==> src/rtl/lenet_conv_kxk_stream.sv <==
`default_nettype none
// ============================================================================
// Module      : lenet_conv_kxk_stream
// Description : Streaming KxK convolution over a raster pixel stream. It uses
//               K-1 line buffers, a KxK window and a registered adder tree.
//               Define LENET_CONV_RELU_EN to clamp negative sums to zero.
// Revision    : 1.0
// ============================================================================
module lenet_conv_kxk_stream #(
  parameter int WD    = 3,
  parameter int WW    = 8,
  parameter int K     = 5,
  parameter int IMG_W = 14,
  localparam int AW   = $clog2(K*K),
  localparam int TS   = $clog2(K*K),
  localparam int OW   = WD + WW + 1 + TS,
  localparam int LAT  = 2 + TS
) (
  input  logic                 i_sclk,
  input  logic                 i_rst,
  input  logic                 i_vsync,
  input  logic                 i_hsync,
  input  logic                 i_valid,
  input  logic [WD-1:0]        i_tdata,
  input  logic                 i_W_en,
  input  logic [AW-1:0]        i_W_addr,
  input  logic [WW-1:0]        i_Weight,
  output logic                 o_hsync,
  output logic                 o_valid,
  output logic [OW-1:0]        o_tdata,
  output logic                 o_err
);

  localparam int KK = K * K;
  localparam int NL = 1 << TS;
  localparam int CW = $clog2(IMG_W + 1);
  localparam int IW = $clog2(IMG_W);
  localparam logic [CW-1:0] COL_LIM = CW'(IMG_W);
  localparam logic [CW-1:0] COL_MIN = CW'(K - 1);
  localparam logic [7:0]    ROW_MIN = 8'(K - 1);
  localparam logic [AW:0]   KK_W    = (AW + 1)'(KK);

  logic [CW-1:0]        col, col_cur;
  logic [7:0]           row, row_cur;
  logic                 synced, active, accept, overlong;
  logic                 win_fire, hs_fire, clear, err;
  logic [IW-1:0]        lb_idx;
  logic [WD-1:0]        lb   [K-1][IMG_W];
  logic [WD-1:0]        colv [K];
  logic [WD-1:0]        win  [KK];
  logic signed [WW-1:0] wgt  [KK];
  logic [LAT-1:0]       vpipe, hpipe;
  // Heap-ordered adder tree: node[1] is the root, leaves start at NL.
  logic signed [OW-1:0] node [1:2*NL-1];

  // A vsync-coincident pixel belongs to column 0, row 0 of the new frame.
  always_comb begin
    active   = synced | i_vsync;
    col_cur  = i_vsync ? '0 : col;
    row_cur  = i_vsync ? '0 : row;
    accept   = i_valid & active & (col_cur < COL_LIM);
    overlong = i_valid & active & (col_cur >= COL_LIM);
    win_fire = accept & (row_cur >= ROW_MIN) & (col_cur >= COL_MIN);
    hs_fire  = i_hsync & ~i_vsync & synced & (row >= ROW_MIN);
    clear    = i_rst | i_vsync;
    lb_idx   = col_cur[IW-1:0];
  end

  // After reset nothing is produced until a fresh frame start is seen.
  always_ff @(posedge i_sclk) begin
    if (i_rst) begin
      col    <= '0;
      row    <= '0;
      synced <= 1'b0;
      err    <= 1'b0;
    end else begin
      if (i_vsync) begin
        synced <= 1'b1;
        row    <= '0;
        col    <= accept ? CW'(1) : '0;
      end else if (synced) begin
        if (i_hsync) begin
          col <= '0;
          if (row != 8'hFF) row <= row + 8'd1;
        end else if (accept) begin
          col <= col + CW'(1);
        end
      end
      if (overlong) err <= 1'b1;
    end
  end

  always_comb begin
    colv[K-1] = i_tdata;
    for (int j = 0; j < K - 1; j++) colv[K-2-j] = lb[j][lb_idx];
  end

  always_ff @(posedge i_sclk) begin
    if (accept) begin
      lb[0][lb_idx] <= i_tdata;
      for (int j = 1; j < K - 1; j++) lb[j][lb_idx] <= lb[j-1][lb_idx];
      for (int r = 0; r < K; r++) begin
        for (int c = 0; c < K - 1; c++) win[r*K+c] <= win[r*K+c+1];
        win[r*K+K-1] <= colv[r];
      end
    end
  end

  always_ff @(posedge i_sclk) begin
    if (i_rst) begin
      for (int i = 0; i < KK; i++) wgt[i] <= '0;
    end else if (i_W_en && ({1'b0, i_W_addr} < KK_W)) begin
      wgt[i_W_addr] <= i_Weight;
    end
  end

  always_ff @(posedge i_sclk) begin
    if (clear) begin
      vpipe <= '0;
      hpipe <= '0;
    end else begin
      vpipe <= {vpipe[LAT-2:0], win_fire};
      hpipe <= {hpipe[LAT-2:0], hs_fire};
    end
  end

  // Invalid slots carry zeros, so the root is zero whenever o_valid is low.
  always_ff @(posedge i_sclk) begin
    if (clear) begin
      for (int i = 1; i < 2 * NL; i++) node[i] <= '0;
    end else begin
      for (int i = 1; i < NL; i++) node[i] <= node[2*i] + node[2*i+1];
      for (int j = 0; j < KK; j++)
        node[NL+j] <= vpipe[0] ? OW'(wgt[j]) * OW'($signed({1'b0, win[j]})) : '0;
      for (int j = KK; j < NL; j++) node[NL+j] <= '0;
    end
  end

  assign o_valid = vpipe[LAT-1];
  assign o_hsync = hpipe[LAT-1];
  assign o_err   = err;
`ifdef LENET_CONV_RELU_EN
  assign o_tdata = node[1][OW-1] ? '0 : node[1];
`else
  assign o_tdata = node[1];
`endif

endmodule
`default_nettype wire

==> config.mk <==
export PLATFORM = sky130hd
export DESIGN_NAME = lenet_conv_kxk_stream
export DESIGN_NICKNAME = d
export VERILOG_FILES = /design/src/rtl/lenet_conv_kxk_stream.sv
export SDC_FILE = /design/constraint.sdc
export NUM_CORES = 2
export LEC_CHECK = 0
export CORE_UTILIZATION = 53
export CTS_CLUSTER_DIAMETER = 50
export DETAILED_ROUTE_END_ITERATION = 8
export PLACE_DENSITY = 0.69
export SLEW_MARGIN = 15
export SYNTH_ARGS = -nofsm -noshare
export SYNTH_HDL_FRONTEND = slang
export SYNTH_SLANG_ARGS = --single-unit
export TNS_END_PERCENT = 100
==> constraint.sdc <==
create_clock -name i_sclk -period 7.2 [get_ports i_sclk]
set_input_delay 1.44 -clock i_sclk [delete_from_list [all_inputs] [get_ports i_sclk]]
set_output_delay 1.44 -clock i_sclk [all_outputs]
set_load 0.05 [all_outputs]
==> results.md <==
- Vias per cell: 5.371
- Final-report setup violation count: 0
- Setup fix buffers added after clock tree synthesis: 0
- Worst hold-check path type: flip-flop to flip-flop
- Dominant cells by area after synthesis: dfxtp_1, edfxtp_1, ha_1, and2_1, fa_1
- Start-to-end type of the worst setup path: input port to flip-flop
- Worst-path maximum fanout: 93
- Synthesized area per cell: 9.622 um2
- Largest net degree at the start of global routing: 95
- Part of the Yosys area used for sequential elements: 38.46%
- Clock network fraction of design power: between 40% and 50%
- Number of gates resized after cts: 0
- Number of global-route vias before repair: between 50k and 60k
- Sequential share of power: 42.8%
- Stage delay of the slowest cell on the critical path: 0.74 ns
- IO buf count: 41
- Detailed Place HPWL: between 100 and 150 mm
- Post-layout minimum cycle time: between 3 and 4 ns
- Cell Rows: 137
- Cell-by-cell trace of the critical path: buf_4 -> nor2_8 -> nand2_8 -> inv_2 -> buf_4 -> nand2_1 -> mux2i_1
- Total core area: between 100,000 and 150,000 um2
- Die width: 377.6 um
- CTS H-tree depth: 4
- Mapped Nets: 8,881
- FILL cells: about 12k
- Req. time, crit path: 7.90 ns
- Yosys warning count: 0
- Library cell occupying the most area in the post-synthesis netlist: dfxtp_1
- Synth top area share: 20.67%
- Clock Skews: 0.02955 ns
- Initial Util: a little over half
- CTS Buf Count: 148
- Top cells by instance count after synthesis: inv_1, ha_1, and2_1
- Number of hold-repair buffers added at the cts stage: 0
- Compound-Gate Fraction of Synth Area: about an eighth
- Switching fraction of total power: 26.15%
- Slew at the pin closest to its max-slew limit: 1.124 ns
- Share of cell area taken by muxes after synthesis: 1.042%
- Clock net sink count: 1,215
- Int Power: around 13 mW
- Dominant combinational cell family by area after synthesis: adder cells
- Cell with the biggest individual delay on the critical path: nor2_8
- Final weighted congestion in routability-driven placement: ~0.88
- Unrepaired setup endpoints after global routing: no
- CTS tree: built
- Final std cell area, no fill: 82,060 um2
- All-layer global routing usage: 23.58%
- Root Buffer: clkbuf_16
- Post-synthesis share of cell area spent on xor and xnor gates: 4.381%
- Asr flop ratio synth: 0%
- P&R area growth vs syn: 9.737%
- Cell mode on critical path: buf_4
- Sequential cell area in the final layout: 28,760 um2
- Drt initial violations: 3,109
- Startpoint kind of the worst setup timing path: input port
- Final period util: 54.77%
- Router iterations before antenna repair: 6
- Leak Pwr: 37.04 nW
- Overall die height: between 300 and 400 um
- Synth Cell Area: 74,780 um2
- Top-count cell post-synth: inv_1
- Fraction of layout instances using a drive strength above 1: 5.549%
- Clock input transition at the sequential cells of the worst setup and hold paths: 0.06 ns
- Post-detailed-routing wire length: around 170 mm
- Simple-gate share of the synthesized area: 17.26%
- Result of the run: completed
- Top-Level Pins: 42
- Aggregate negative setup slack: 0 ns
- Antenna violations before repair: 6
- Synthesized flop and latch total: 1,215
- Count of max-cap constraint violations: 0
- Post-placement cell area: 76,970 um2
- Global-route congestion overflow total: 0
- Post-synth EDFFs: 443
- Arithmetic-cell share of the synthesized area counting full adders, half adders and majority gates: 20.45%
- Final count of pins violating max slew: 0
- Antenna viol nets, final: 0
- Maximum ir drop on the vdd rail: 0.2382 mV
- First-pass GRT wire length: 268.7 mm
- Maximum operating frequency: 0.2536 GHz
- Count of unresolved DRC violations after routing: 0
- Critical path capture point type: flip-flop
- Final net count: 8,913
- Multi-input logic area: between 40,000 and 50,000 um2
- Die area: 142,600 um2
- Number of cells produced by synthesis: 7,771
- Worst slew margin relative to its limit: 24.47%
- Worst hold-check slack: 0.4038 ns
- Count of cell types in the netlist: 82
- CTS Buffer Depth: 3
- Clk Latency, worst-skew pair: 0.78 ns
- Net Switching: about 4.5 mW
- WL per Instance: 17.04 um
- Final hold violation count: 0
- Power density cells: 209.3 nW/um2
- Commonest register cell after synthesis: dfxtp_1
- Part of the power in combinational logic: 13.2%
- Total via count in the routed design: about 53k
- Data arrival, critical path: 4.64 ns
-- cell families after synthesis --
| group | after synthesis |
|---|---|
| xor+xnor | 374 |
| mux | 69 |
| fa+ha+maj | 1088 |
| compound gates | 1420 |
| flops | 1215 |
| simple gates | 2523 |
| buf+inv | 1082 |
-- metal layers --
layer	wire length (um)	global-route usage, %	vias to the layer above
met5	12	0	-
met4	4532	7.662	2
met3	7326	3.210	285
met2	77350	39.18	1017
met1	77900	31.60	24751
li1	-	-	26619
-- registers in the layout (all words and copies together) (netlist names) --
signal and cells:
node 744, row 8, hpipe 7, synced 1, vpipe 7, col 4, lb 168, win 75
wgt 200, o_err 1
-- placed cells by master, fill, tap and decap left out, types with 170 or more instances in the layout --
cell and count:
a21oi_1 328, and2_1 782, dfxtp_1 770, edfxtp_1 443, fa_1 224, ha_1 864, inv_1 888, nand2_1 389
nor2_1 692, nor3_1 170, o21ai_0 299, xnor2_1 201, xor2_1 173
-- power by group through the flow --
stage | logic (mW) | registers, mW | clock network (mW)
3_5_place_dp | 2.26 | 7.49 | 0
6_report | 2.27 | 7.34 | 7.56
4_1_cts | 2.28 | 7.34 | 7.70
2_1_floorplan | 1.75 | 7.43 | 0
3_3_place_gp | 2.22 | 7.49 | 0
5_1_grt | 2.60 | 7.36 | 7.98
-- per-stage QoR --
stage                     cells  power (mW)  util, %  setup WS, ns
after floorplan            7771       9.180        -         2.473
after global placement     9529       9.706    55.10         2.445
after detailed placement   9529       9.750    55.10         2.393
after CTS                  9805       17.33    58.73         3.231
after global routing       9805       17.94    58.73         3.041
final                      9807       17.18    58.74         3.257
-- layout make-up --
class,instances,share of cell area [%]
Sequential cell,1215,35.05
Tap cell,1876,2.861
Timing Repair Buffer,75,0.7990
Clock buffer,188,4.943
Multi-Input combinational cell,5474,51.03
Clock inverter,88,1.240
Antenna cell,2,0.006099
Inverter,889,4.070
-- worst max-delay path, delay by kind of cell --
family / cells / cell delay (ns)
AND/OR/NAND/NOR: 3 / 1.41
multiplexers: 1 / 0.14
buffers and inverters: 3 / 1.55
-- final timing paths --
kind         startpoint      endpoint  slack, ns  cells past startpoint
max               i_rst  node[1][248]       3.26                      7
min            hpipe[4]      hpipe[5]       0.40                      1
max reg2reg      col[1]     lb[1][19]       3.68                      6
min reg2reg    hpipe[4]      hpipe[5]       0.40                      1
No activity file was read; power rests on OpenSTA's default activity.
